[config.mk]
export PLATFORM = sky130hd
export DESIGN_NAME = laser_marker_overlay
export DESIGN_NICKNAME = d
export VERILOG_FILES = /design/src/rtl/laser_marker_overlay.sv
export SDC_FILE = /design/constraint.sdc
export NUM_CORES = 1
export LEC_CHECK = 0
export ABC_AREA = 1
export BUFFER_PORTS_ARGS = -buffer_cell sky130_fd_sc_hd__buf_2
export CORE_MARGIN = 2
export CORE_UTILIZATION = 31
export CTS_CLUSTER_SIZE = 28
export DETAILED_ROUTE_END_ITERATION = 8
export REMOVE_ABC_BUFFERS = 1
export SLEW_MARGIN = 20
export SYNTH_ARGS = -nofsm -noshare
export SYNTH_HDL_FRONTEND = slang
export SYNTH_SLANG_ARGS = --single-unit
[constraint.sdc]
create_clock -name clk -period 3.6 [get_ports clk]
set_clock_uncertainty 0.1 [all_clocks]
set_input_delay 0.18 -clock clk [delete_from_list [all_inputs] [get_ports clk]]
set_output_delay 0.18 -clock clk [all_outputs]
set_load 0.05 [all_outputs]
[src/rtl/laser_marker_overlay.sv]
`default_nettype none
`ifndef PIXEL_SIZE
`define PIXEL_SIZE 24
`endif
// ============================================================================
// Module      : laser_marker_overlay
// Description : Draws a crosshair marker at the detected laser position into
//               the pixel stream. Coordinates are latched only at start of
//               frame (pixel 0,0 with en) so the marker never tears. When the
//               target is lost the marker blinks on the last known position,
//               then is dropped after COAST_FRAMES missed frames.
// Ports       : clk, reset_n (async, active low)
//               en/pixel_col/pixel_row/data   - input pixel stream
//               laser_xy {x[31:16],y[15:0]}   - coordinate from detector
//               xy_valid                      - coordinate valid, sampled at sof
//               marker_color                  - colour of marker pixels
//               data_out/out_en/out_col/out_row - stream delayed one cycle
//               marker_state                  - FSM state (debug)
// Revision    : 1.0 - initial release
// ============================================================================
module laser_marker_overlay #(
  parameter int ARM_LEN      = 8,
  parameter int COAST_FRAMES = 30,
  parameter int BLINK_FRAMES = 8
) (
  input  logic                   clk,
  input  logic                   reset_n,
  input  logic                   en,
  input  logic [15:0]            pixel_col,
  input  logic [15:0]            pixel_row,
  input  logic [`PIXEL_SIZE-1:0] data,
  input  logic [31:0]            laser_xy,
  input  logic                   xy_valid,
  input  logic [`PIXEL_SIZE-1:0] marker_color,
  output logic [`PIXEL_SIZE-1:0] data_out,
  output logic                   out_en,
  output logic [15:0]            out_col,
  output logic [15:0]            out_row,
  output logic [1:0]             marker_state
);

  typedef enum logic [1:0] {
    NO_TARGET = 2'd0,
    TRACK     = 2'd1,
    COAST     = 2'd2
  } state_e;

  localparam logic [16:0] C_ARM_LIM   = 17'(ARM_LEN);
  localparam logic [8:0]  C_COAST_LIM = 9'(COAST_FRAMES);
  localparam logic [8:0]  C_BLINK_LIM = 9'(BLINK_FRAMES);

  state_e                   state_q, state_d;
  logic [15:0]              mark_x_q, mark_x_d;
  logic [15:0]              mark_y_q, mark_y_d;
  logic [7:0]               miss_cnt_q, miss_cnt_d;
  logic [7:0]               blink_cnt_q, blink_cnt_d;
  logic                     blink_on_q, blink_on_d;
  logic [`PIXEL_SIZE-1:0]   data_out_q, data_out_d;
  logic                     out_en_q, out_en_d;
  logic [15:0]              out_col_q, out_col_d;
  logic [15:0]              out_row_q, out_row_d;

  logic        sof;
  logic [16:0] dx, dy;
  logic        hit, draw;
  logic [8:0]  miss_inc, blink_inc;

  assign sof = en && (pixel_col == 16'd0) && (pixel_row == 16'd0);

  // Absolute distance, so a marker near an edge never wraps to the far side.
  assign dx = (pixel_col >= mark_x_q) ? {1'b0, pixel_col - mark_x_q}
                                      : {1'b0, mark_x_q - pixel_col};
  assign dy = (pixel_row >= mark_y_q) ? {1'b0, pixel_row - mark_y_q}
                                      : {1'b0, mark_y_q - pixel_row};

  assign hit  = ((dy == 17'd0) && (dx <= C_ARM_LIM)) ||
                ((dx == 17'd0) && (dy <= C_ARM_LIM));
  // Uses the pre-update state, so the sof pixel still shows the old marker.
  assign draw = hit && ((state_q == TRACK) || ((state_q == COAST) && blink_on_q));

  assign miss_inc  = {1'b0, miss_cnt_q} + 9'd1;
  assign blink_inc = {1'b0, blink_cnt_q} + 9'd1;

  always_comb begin
    state_d     = state_q;
    mark_x_d    = mark_x_q;
    mark_y_d    = mark_y_q;
    miss_cnt_d  = miss_cnt_q;
    blink_cnt_d = blink_cnt_q;
    blink_on_d  = blink_on_q;
    if (sof) begin
      case (state_q)
        NO_TARGET: begin
          if (xy_valid) begin
            state_d    = TRACK;
            mark_x_d   = laser_xy[31:16];
            mark_y_d   = laser_xy[15:0];
            miss_cnt_d = 8'd0;
          end
        end
        TRACK: begin
          if (xy_valid) begin
            mark_x_d = laser_xy[31:16];
            mark_y_d = laser_xy[15:0];
          end else begin
            // A one-frame coast budget means the first miss drops the marker.
            state_d     = (C_COAST_LIM == 9'd1) ? NO_TARGET : COAST;
            miss_cnt_d  = (C_COAST_LIM == 9'd1) ? 8'd0 : 8'd1;
            blink_cnt_d = 8'd0;
            blink_on_d  = 1'b1;
          end
        end
        COAST: begin
          if (xy_valid) begin
            state_d     = TRACK;
            mark_x_d    = laser_xy[31:16];
            mark_y_d    = laser_xy[15:0];
            miss_cnt_d  = 8'd0;
            blink_cnt_d = 8'd0;
            blink_on_d  = 1'b1;
          end else if (miss_inc == C_COAST_LIM) begin
            state_d     = NO_TARGET;
            miss_cnt_d  = 8'd0;
            blink_cnt_d = 8'd0;
            blink_on_d  = 1'b1;
          end else begin
            miss_cnt_d = miss_inc[7:0];
            if (blink_inc == C_BLINK_LIM) begin
              blink_cnt_d = 8'd0;
              blink_on_d  = ~blink_on_q;
            end else begin
              blink_cnt_d = blink_inc[7:0];
            end
          end
        end
        default: begin
          state_d     = NO_TARGET;
          miss_cnt_d  = 8'd0;
          blink_cnt_d = 8'd0;
          blink_on_d  = 1'b1;
        end
      endcase
    end
  end

  always_comb begin
    data_out_d = data_out_q;
    out_col_d  = out_col_q;
    out_row_d  = out_row_q;
    out_en_d   = en;
    if (en) begin
      data_out_d = draw ? marker_color : data;
      out_col_d  = pixel_col;
      out_row_d  = pixel_row;
    end
  end

  always_ff @(posedge clk or negedge reset_n) begin
    if (!reset_n) begin
      state_q     <= NO_TARGET;
      mark_x_q    <= 16'd0;
      mark_y_q    <= 16'd0;
      miss_cnt_q  <= 8'd0;
      blink_cnt_q <= 8'd0;
      blink_on_q  <= 1'b1;
      data_out_q  <= '0;
      out_en_q    <= 1'b0;
      out_col_q   <= 16'd0;
      out_row_q   <= 16'd0;
    end else begin
      state_q     <= state_d;
      mark_x_q    <= mark_x_d;
      mark_y_q    <= mark_y_d;
      miss_cnt_q  <= miss_cnt_d;
      blink_cnt_q <= blink_cnt_d;
      blink_on_q  <= blink_on_d;
      data_out_q  <= data_out_d;
      out_en_q    <= out_en_d;
      out_col_q   <= out_col_d;
      out_row_q   <= out_row_d;
    end
  end

  assign data_out     = data_out_q;
  assign out_en       = out_en_q;
  assign out_col      = out_col_q;
  assign out_row      = out_row_q;
  assign marker_state = state_q;

endmodule
`default_nettype wire
## After elaboration in Yosys (flattened, before gate mapping)

Index checks and enable logic that the tools add are counted.

| word-level totals | value |
|---|---|
| flip-flop bits (word level) | 108 |
| bits in latches | 0 |
| bits in writable memories | 0 |
| memory bits (read-only) | 0 |
| bits of input ports | 116 |
| output and inout port bits | 59 |
| word-level logic and storage cells | 72 |
| memories | 0 |

| cells by class | value |
|---|---|
| add/subtract/negate cells | 6 |
| multiply operators | 0 |
| div/mod/pow operators | 0 |
| magnitude comparators | 4 |
| eq/ne operators | 8 |
| shift operators | 0 |
| muxes and demuxes | 23 |
| bitwise gates (word level) | 2 |
| reductions and logical operators | 19 |

Operator list:

| kind | count |
|---|---|
| $mux W8 | 8 |
| $sub A16 B16 Y16 | 4 |
| $pmux W8 S3 | 2 |
| $logic_not A17 Y1 | 2 |
| $ge A16 B16 Y1 | 2 |
| $le A16 B4 Y1 const B | 2 |
| $logic_not A16 Y1 | 2 |
| $mux W16 | 2 |
| $mux W24 | 1 |
| $add A8 B1 Y9 const B | 2 |
| $eq A9 B4 Y1 const B | 1 |
| $eq A9 B5 Y1 const B | 1 |
| $reduce_and A3 Y1 | 3 |
| $mux W2 | 4 |
| $reduce_and A4 Y1 | 2 |
| $logic_and A1 B1 Y1 | 6 |
| $pmux W2 S3 | 1 |
| $mux W1 | 4 |
| $ne A2 B2 Y1 const B | 2 |
| $ne A4 B2 Y1 const B | 1 |
| $ne A3 B2 Y1 const B | 1 |
| $pmux W1 S3 | 1 |
| $reduce_or A3 Y1 | 1 |
| $eq A2 B1 Y1 const B | 1 |
| other kinds (4) | 6 |

## Logic depth before layout (Yosys ltp)

Gate-level depths: netlist of run 1.

| depth | value |
|---|---|
| depth in word-level cells | 7 |
| depth in mapped cells | 23 |

## Worst setup path after synthesis of run 1

No wires, ideal clock.

| timing | value |
|---|---|
| path kind | flip-flop to flip-flop |
| start | reg mark_y_q[2] |
| end | reg data_out_q[10], in the netlist data_out[10] |
| arrival time | 2.277 ns |
| required time | 3.382 ns |
| path slack | 1.105 ns |
| stages on the path, launching flop included | 19 |
| buffers on the path | 2 |
| clock period less this slack | 2.495 ns |
| path through | dfrtp_1 ha_1 buf_2 nand2_4 inv_2 nand2_2 nand2_2 nand2_2 nand3_1 nand2_1 nand2_2 nand3_1 nand2_1 or2_1 nand2_2 buf_2 nand3_1 nand3_1 nand2_1 |

| between the ends | value |
|---|---|
| word-level cells in the longest chain between the ends | 7 |
| elaborated cells on any way between the ends | 11 |
| those cells by class | add/sub (2); order compare (2); mux (2); reduce/logical (5) |

Ends and longest elaborated chain:

| what | RTL line | source |
|---|---|---|
| start: declaration | 54 | `logic [15:0] mark_y_q, mark_y_d;` |
| start signal: assignment | 173 | `mark_y_q <= mark_y_d;` |
| $sub A16 B16 Y16 (tied with other cells) | 74 | `: {1'b0, mark_y_q - pixel_row};` |
| $mux W16 (*) | 73 | `assign dy = (pixel_row >= mark_y_q) ? {1'b0, pixel_row - mark_y_q}` |
| $le A16 B4 Y1 / $logic_not A17 Y1 (equally long branches) | 77, 76 |  |
| $logic_and A1 B1 Y1 (on tied branches) | 77, 76 |  |
| $logic_or A1 B1 Y1 (*) | 76 | `assign hit = ((dy == 17'd0) && (dx <= C_ARM_LIM)) \|\|` |
| $logic_and A1 B1 Y1 (*) | 79 | `assign draw = hit && ((state_q == TRACK) \|\| ((state_q == COAST) && blink_on_q));` |
| $mux W24 (*) | 152 | `data_out_d = draw ? marker_color : data;` |
| end signal: assignment | 177 | `data_out_q <= data_out_d;` |
| end: declaration | 58 | `` logic [`PIXEL_SIZE-1:0] data_out_q, data_out_d; `` |

Mark *: on every way between the ends. The rest lies on a longest branch, timed or not.
A chain may end at the register's enable or synchronous reset.

## Worst setup path in the final report of run 1

| timing | value |
|---|---|
| start | reg mark_y_q[7] |
| end | reg data_out_q[7], in the netlist data_out[7] |

Same word-level chain as after synthesis.

==> results of run 1 <==
[registers in the layout, summed over array words and instances (netlist names)]
register	flops
data_out	24
out_row	16
marker_state	2
blink_on_q	1
mark_x_q	16
blink_cnt_q	8
out_en	1
miss_cnt_q	8
mark_y_q	16
out_col	16
[per-layer routing]
| metal | global-route usage, % | wire length, µm | vias up |
|---|---|---|---|
| li1 | - | - | 4903 |
| met5 | 0 | 0 | - |
| met1 | 24.6 | 13100 | 4452 |
| met3 | 2.28 | 1300 | 40 |
| met2 | 33.9 | 15200 | 199 |
| met4 | 5.36 | 659 | 0 |
[final cells by class]
| class | instances | area (µm²) | share of cell area, % |
|---|---|---|---|
| Clock buffer | 9 | 225 | 1.99 |
| Tap cell | 390 | 488 | 4.30 |
| Sequential cell | 108 | 2700 | 23.8 |
| Clock inverter | 7 | 65.1 | 0.574 |
| Inverter | 288 | 1080 | 9.53 |
| Timing Repair Buffer | 221 | 1310 | 11.6 |
| Multi-Input combinational cell | 1025 | 5470 | 48.2 |
[cell families after synthesis]
family,after synthesis
buf+inv,312
fa+ha+maj,69
simple gates,805
mux,32
xor+xnor,16
compound gates,103
flops,108
[where the power goes]
group,leakage [µW],switching [µW],internal (µW)
sequential,0.00137,32.8,1270
combinational,0.00503,620,256
clock,0.000140,523,489
[worst register-to-register path: cells and delay by family, from the launching register on]
kind,cells,cell delay (ps)
AND/OR/NAND/NOR,12,1500
adder cells (fa/ha/maj),1,460
buffers and inverters,3,450
flip-flops,1,410
AO/OA/AOI/OAI,1,70
[final timing paths]
| kind | end | slack (ps) | from |
|---|---|---|---|
| setup / recovery | data_out[7]$_DFFE_PN0P_ | 510 | mark_y_q[7]$_DFFE_PN0P_ |
| hold / removal | data_out[13]$_DFFE_PN0P_ | 10 | data[13] |
| setup reg to reg | data_out[7]$_DFFE_PN0P_ | 510 | mark_y_q[7]$_DFFE_PN0P_ |
| hold reg to reg | out_col[15]$_DFFE_PN0P_ | 380 | out_col[15]$_DFFE_PN0P_ |
| max in group asynchronous | blink_on_q$_DFFE_PN1P_ | 2280 | reset_n |
| min in group asynchronous | data_out[3]$_DFFE_PN0P_ | 200 | reset_n |
[per-stage QoR]
step	setup WS, ps	util (%)
6_report	513	38.2
5_1_grt	227	38.2
4_1_cts	473	38.2
3_5_place_dp	402	36.0
3_3_place_gp	413	36.0
2_1_floorplan	650	-
[layout by cell type, fill, tap and decap left out, types with 13 or more instances in the layout]
cell type / instances
nand2_1: 503
inv_1: 276
buf_2: 173
nand3_1: 147
dfrtp_1: 107
ha_1: 69
nor2_1: 51
a21oi_1: 46
o21ai_0: 45
dlygate4sd3_1: 35
mux2_2: 32
nand4_1: 28
nand2_2: 21
xor2_1: 15
buf_4: 13
[timing repair]
item | in CTS | in global routing
endpoints found under the hold margin | 62 | 0
setup endpoints to repair | 0 | 0
resized for setup | 0 | 0
hold buffers | 35 | 0
==> load_flow_metrics.sql, run 1 <==
INSERT INTO impl_metrics (metric_group, metric, value, unit) VALUES
('floorplanning', 'top_level_ports', '175', ''),
('route', 'remaining_drcs', '0', ''),
('synthesis', 'synth_async_sr_flop_share', '100', '%'),
('finish', 'number_of_diodes', '0', ''),
('timing', 'final_hold_viol_count', '0', ''),
('timing', 'timing.max_slew.rel_slack', '40.6', '%'),
('route', 'ant_nets', '0', ''),
('placed_design', 'placed_area', '10700', 'µm²'),
('pwr', 'p_total', '3190', 'µW'),
('timing', 'fin_hold_ws', '10.9', 'ps'),
('outcome', 'outcome', 'completed', ''),
('finish', 'areaGrowthSynthToFinish', '20.8', '%'),
('worst_setup_path', 'worstPathBufferInverterCount', '3', ''),
('route', 'starting_drt_drc_count', '591', ''),
('placed_design', 'numPlacedInstances', '1997', ''),
('cts', 'clock_insertion_delay_worst_skew', '360', 'ps'),
('placed_design', 'place_congestion', '0.941', ''),
('global_routing', 'track_usage', '19.2', '%'),
('route', 'detail_route.vias_per_cell', '4.68', ''),
('timing', 'slew_violations', '0', ''),
('worst_setup_path', 'critical_path.cell_chain', 'ha_1 > nand2_2 > inv_2 > nand2_1 > nand2_1 > inv_2 > nand3_1 > nand2_1 > nand2_2 > a21oi_1 > nor2_1 > nand4_1 > nor2_4 > buf_4 > nand3_1 > nand3_1 > nand2_1', ''),
('synthesis', 'ys_top_cells_by_count', 'nand2_1, inv_1, nand3_1', ''),
('timing', 'setup_repair_after_global_routing_missed_its_margin', 'no', ''),
('synthesis', 'synth_xor_area_share', '1.49', '%'),
('synthesis', 'syn_area', '9390', 'µm²'),
('synthesis', 'synth.yosys.seq_area_share', '28.8', '%'),
('worst_setup_path', 'timing.setup.critical_path_class', 'flop to flop', ''),
('finish', 'finalNonFillerCells', '2048', ''),
('synthesis', 'largest_family_of_logic_cells_by_synthesized_area', 'simple AND/OR/NAND/NOR gates', ''),
('synthesis', 'ys_warn_count', '0', ''),
('floorplanning', 'initial_core_util', '31.6', '%'),
('synthesis', 'synthMostInstantiatedCell', 'nand2_1', ''),
('global_routing', 'globalRouteOverflowTotal', '0', ''),
('synthesis', 'syn_area_per_cell', '6.50', 'µm²'),
('synthesis', 'synthFlopType', 'dfrtp_1', ''),
('cts', 'cts-htree-levels', '3', ''),
('floorplanning', 'core', '29700', 'µm²'),
('timing', 'final_period_demand_of_the_worst_path', '3090', 'ps'),
('synthesis', 'synth_edf_count', '0', ''),
('finish', 'layout.cell_area.non_filler', '11300', 'µm²'),
('synthesis', 'synthMuxAreaShare', '3.84', '%'),
('worst_setup_path', 'critical_path_arrival', '3240', 'ps'),
('worst_setup_path', 'cp_slowest_stage_delay', '460', 'ps'),
('synthesis', 'post-synth-top-area-cell', 'dfrtp_1', ''),
('synthesis', 'post_synth_and_or_nand_nor_area_fraction', '37.9', '%'),
('worst_setup_path', 'r2r_cells', '17', ''),
('timing', 'setup_viol_count_final', '0', ''),
('floorplanning', 'rows', '63', ''),
('global_routing', 'antenna_found_initial', '0', ''),
('placed_design', 'buffer_ports.inserted', '174', ''),
('cts', 'cts_setup_buffers', '0', ''),
('timing', 'fin_tns_setup', '0', 'ps'),
('floorplanning', 'dieHeight', '178', 'µm'),
('synthesis', 'syn-instance-count', '1445', ''),
('pwr', 'p_per_area', '281', 'nW/µm²'),
('global_routing', 'first_global_vias', '9302', ''),
('cts', 'cts_made_buffers', '9', ''),
('worst_setup_path', 'cp_top_family', 'simple AND/OR/NAND/NOR gates', ''),
('worst_setup_path', 'critPathCaptureType', 'flop', ''),
('finish', 'n_fill_cell', '3237', ''),
('worst_setup_path', 'cp_data_required_time', '3750', 'ps'),
('finish', 'fin_nets', '1838', ''),
('route', 'dr.pass1.iters', '5', ''),
('route', 'wl_per_cell', '14.8', 'µm'),
('worst_setup_path', 'crit_path_start_kind', 'flop', ''),
('worst_setup_path', 'crit_slowest_cell', 'ha_1', ''),
('worst_setup_path', 'cp_max_fanout', '24', ''),
('cts', 'cts_tree', 'built', ''),
('timing', 'min_period_over_period', '85.7', '%'),
('synthesis', 'ys_types', '42', ''),
('synthesis', 'yosys_register_bits', '108', '');
No activity file was read; power rests on OpenSTA's default activity.
==> run 2: changes to the inputs <==
--- a/config.mk
+++ b/config.mk
@@ -11,6 +11,7 @@
 export CORE_UTILIZATION = 31
 export CTS_CLUSTER_SIZE = 28
 export DETAILED_ROUTE_END_ITERATION = 8
+export RECOVER_POWER = 100
 export REMOVE_ABC_BUFFERS = 1
 export SLEW_MARGIN = 20
 export SYNTH_ARGS = -nofsm -noshare
==> run 2 against run 1 <==
Against the previous run: the run now ends with capacitance limit, slew limit left; critical path depth increased by 1; sequential share of layout area increased by 0.22 points; final area decreased by 0.93%; power decreased by 0.40%; register-to-register slack got worse by 80 ps; clock power about the same; via count about the same; hold slack improved by 1.9 ps; fmax decreased by 2.5%; non-clock buffer count unchanged; critical path type unchanged; largest cell class unchanged; highest routed layer unchanged.
==> load_flow_metrics.sql, run 2 (synthesis results as in run 1) <==
INSERT INTO impl_metrics (metric_group, metric, value, unit) VALUES
('global_routing', 'antenna_found_initial', '0', ''),
('cts', 'cts_tree', 'built', ''),
('route', 'top_signal_layer_used', 'met4', ''),
('route', 'wl_per_cell', '14.8', 'µm'),
('route', 'wl_met1', '13400', 'µm'),
('timing', 'final_period_demand_of_the_worst_path', '3160', 'ps'),
('cts', 'worst_setup_hold_path_clk_slew', '90', 'ps'),
('finish', 'fin_nets', '1838', ''),
('worst_setup_path', 'critical_path_arrival', '3310', 'ps'),
('worst_setup_path', 'critPathCaptureType', 'flop', ''),
('global_routing', 'track_usage', '19.2', '%'),
('placed_design', 'place_congestion', '0.941', ''),
('min_path', 'timing.hold.worst.class', 'input port to flop', ''),
('finish', 'layout.cells.most_common_list', 'nand2_1, inv_1, nand3_1, buf_2, dfrtp_1', ''),
('worst_setup_path', 'r2r_cells', '18', ''),
('route', 'detail_route.vias_per_cell', '4.69', ''),
('global_routing', 'wire_length_of_the_first_global_routing_pass', '47500', 'µm'),
('floorplanning', 'top_level_ports', '175', ''),
('timing', 'fin_hold_ws', '12.7', 'ps'),
('worst_setup_path', 'worst_r2r_endpoint', 'data_out[7]$_DFFE_PN0P_', ''),
('timing', 'max_clock_freq', '0.316', 'GHz'),
('timing', 'tightestPinTransition', '1930', 'ps'),
('run', 'cap_viol_max_count', '2', ''),
('pwr', 'worst_ir_drop_vdd', '182', 'µV'),
('route', 'remaining_drcs', '0', ''),
('worst_setup_path', 'cpMostUsedCell', 'nand2_1', ''),
('floorplanning', 'die-width', '178', 'µm'),
('worst_setup_path', 'crit_path_start', 'mark_y_q[7]$_DFFE_PN0P_', ''),
('outcome', 'outcome', 'finished with violations', ''),
('worst_setup_path', 'cp_data_required_time', '3750', 'ps'),
('cts', 'quantity_of_gates_resized_following_cts', '0', ''),
('finish', 'final-seq-area', '2700', 'µm²'),
('worst_setup_path', 'crit_slowest_cell', 'dfrtp_1', ''),
('timing', 'fin_tns_setup', '0', 'ps'),
('worst_setup_path', 'critical_path.cell_chain', 'ha_1 > nand2_2 > inv_2 > nand2_1 > nand2_1 > inv_2 > nand3_1 > nand2_1 > nand2_1 > nand2_1 > nand2_1 > nor2_1 > nand4_1 > nor2_4 > buf_4 > nand3_1 > nand3_1 > nand2_1', ''),
('worst_setup_path', 'critPathCapture', 'data_out[7]$_DFFE_PN0P_', ''),
('timing', 'slew_violations', '118', ''),
('outcome', 'failing_checks', 'capacitance limit, slew limit', ''),
('cts', 'max-clock-path-buffers', '2', ''),
('cts', 'clock_insertion_delay_worst_skew', '360', 'ps'),
('timing', 'setup_repair_after_global_routing_missed_its_margin', 'no', ''),
('worst_setup_path', 'worstPathBufferInverterCount', '3', ''),
('floorplanning', 'rows', '63', ''),
('cts', 'holdBufCountCts', '35', ''),
('worst_setup_path', 'register_to_register_setup_slack', '440', 'ps'),
('timing', 'min_period_over_period', '87.9', '%'),
('finish', 'areaGrowthSynthToFinish', '19.7', '%'),
('pwr', 'p_total', '3170', 'µW'),
('global_routing', 'maximum_number_of_pins_on_one_net_before_global_route_repair', '86', ''),
('cts', 'cts_setup_buffers', '0', ''),
('placed_design', 'detailedPlacementHpwl', '24900', 'µm'),
('global_routing', 'globalRouteOverflowTotal', '0', ''),
('worst_setup_path', 'timing.setup.critical_path_class', 'flop to flop', ''),
('cts', 'cts_root_buffer', 'clkbuf_16', ''),
('worst_setup_path', 'cp_max_fanout', '24', ''),
('route', 'dr_total_vias', '9602', ''),
('finish', 'layout_commonest_cell', 'nand2_1', ''),
('finish', 'final_util', '37.8', '%'),
('global_routing', 'first_global_vias', '9302', ''),
('route', 'routed_wl', '30300', 'µm'),
('worst_setup_path', 'cp_slowest_stage_delay', '410', 'ps'),
('cts', 'cts_made_buffers', '9', ''),
('worst_setup_path', 'worstReg2RegStart', 'mark_y_q[7]$_DFFE_PN0P_', ''),
('floorplanning', 'core', '29700', 'µm²'),
('worst_setup_path', 'crit_path_start_kind', 'flop', ''),
('cts', 'cts.sink_count', '108', ''),
('timing', 'final_hold_viol_count', '0', ''),
('route', 'route.met2.wl', '15200', 'µm'),
('route', 'dr.pass1.iters', '5', ''),
('worst_setup_path', 'worstSetupPathDepth', '18', ''),
('finish', 'largest_register_ffs', '24', ''),
('pwr', 'p_per_area', '283', 'nW/µm²'),
('finish', 'drive_above_1_share', '13.8', '%'),
('floorplanning', 'dieHeight', '178', 'µm'),
('pwr', 'cellLeakagePower', '0.00633', 'µW'),
('route', 'starting_drt_drc_count', '568', ''),
('worst_setup_path', 'cp_top_family', 'simple AND/OR/NAND/NOR gates', ''),
('finish', 'multi_input_comb_area', '5460', 'µm²'),
('finish', 'number_of_diodes', '0', ''),
('route', 'routed-wl-met3', '1170', 'µm'),
('floorplanning', 'initial_core_util', '31.6', '%'),
('placed_design', 'buffer_ports.inserted', '174', ''),
('timing', 'timing.max_slew.rel_slack', '-28.7', '%'),
('floorplanning', 'die_ar', '31700', 'µm²'),
('finish', 'n_fill_cell', '3260', ''),
('cts', 'cts-htree-levels', '3', ''),
('route', 'ant_nets', '0', ''),
('timing', 'setup_viol_count_final', '0', '');
[run 2: changes by cell type in the layout (fill, tap and decap cells not counted)]
| cell | previous run | this run |
|---|---|---|
| buf_2 | 173 | 112 |
| buf_4 | 13 | 5 |
| clkbuf_1 | 0 | 66 |
| clkbuf_2 | 0 | 3 |
| inv_1 | 276 | 277 |
| inv_2 | 12 | 11 |
| nand2_1 | 503 | 504 |
| nand2_2 | 21 | 20 |
| o21ai_0 | 45 | 46 |
| o21ai_1 | 1 | 0 |
[run 2: final cells by class]
class                      count  share of cell area [%]
timing repair buffer         221                    10.8
sequential                   108                    24.1
inverter                     288                    9.62
clock buffer                   9                    2.00
clock inverter                 7                   0.579
tap                          390                    4.34
multi-input combinational   1025                    48.6
[run 2: worst reg2reg max path: stages (launching register included)]
cell and delay [ps]:
dfrtp_1 410, ha_1 410, nand2_2 220, inv_2 80, nand2_1 70, nand2_1 90
inv_2 80, nand3_1 100, nand2_1 110, nand2_1 150, nand2_1 130, nand2_1 50
nor2_1 170, nand4_1 170, nor2_4 130, buf_4 280, nand3_1 120, nand3_1 110
nand2_1 70
[run 2: how the worst min path moves through the flow]
stage | to | startpoint | slack, ps | cells after the start
floorplan | blink_cnt_q[0]$_DFFE_PN0P_ | reset_n | -220 | 0
global placement | out_col[9]$_DFFE_PN0P_ | reset_n | 60 | 1
detailed placement | out_col[9]$_DFFE_PN0P_ | reset_n | 60 | 1
CTS | data_out[4]$_DFFE_PN0P_ | data[4] | 0.3 | 5
global route | out_col[15]$_DFFE_PN0P_ | pixel_col[15] | 20 | 3
finish | data_out[4]$_DFFE_PN0P_ | data[4] | 10 | 5
[run 2: report_power, final]
part           internal (µW)  total, µW  switching (µW)  leakage, µW
clock                    489       1010             525     0.000140
sequential              1270       1300            34.8      0.00137
combinational            237        858             621      0.00482
[run 2: metrics by stage]
stage / cell area (µm²) / setup slack (ps) / instances
final: 11200 / 435 / 2048
after CTS: 11300 / 473 / 2048
after floorplan: 9250 / 650 / 1421
after global routing: 11200 / 130 / 2048
after global placement: 10700 / 413 / 1997
after detailed placement: 10700 / 402 / 1997
[run 2: layer usage]
| metal | global-route usage (%) | vias up |
|---|---|---|
| met1 | 24.6 | 4455 |
| met2 | 33.9 | 206 |
| met3 | 2.28 | 36 |
| met5 | 0 | - |
| li1 | - | 4905 |
| met4 | 5.36 | 0 |
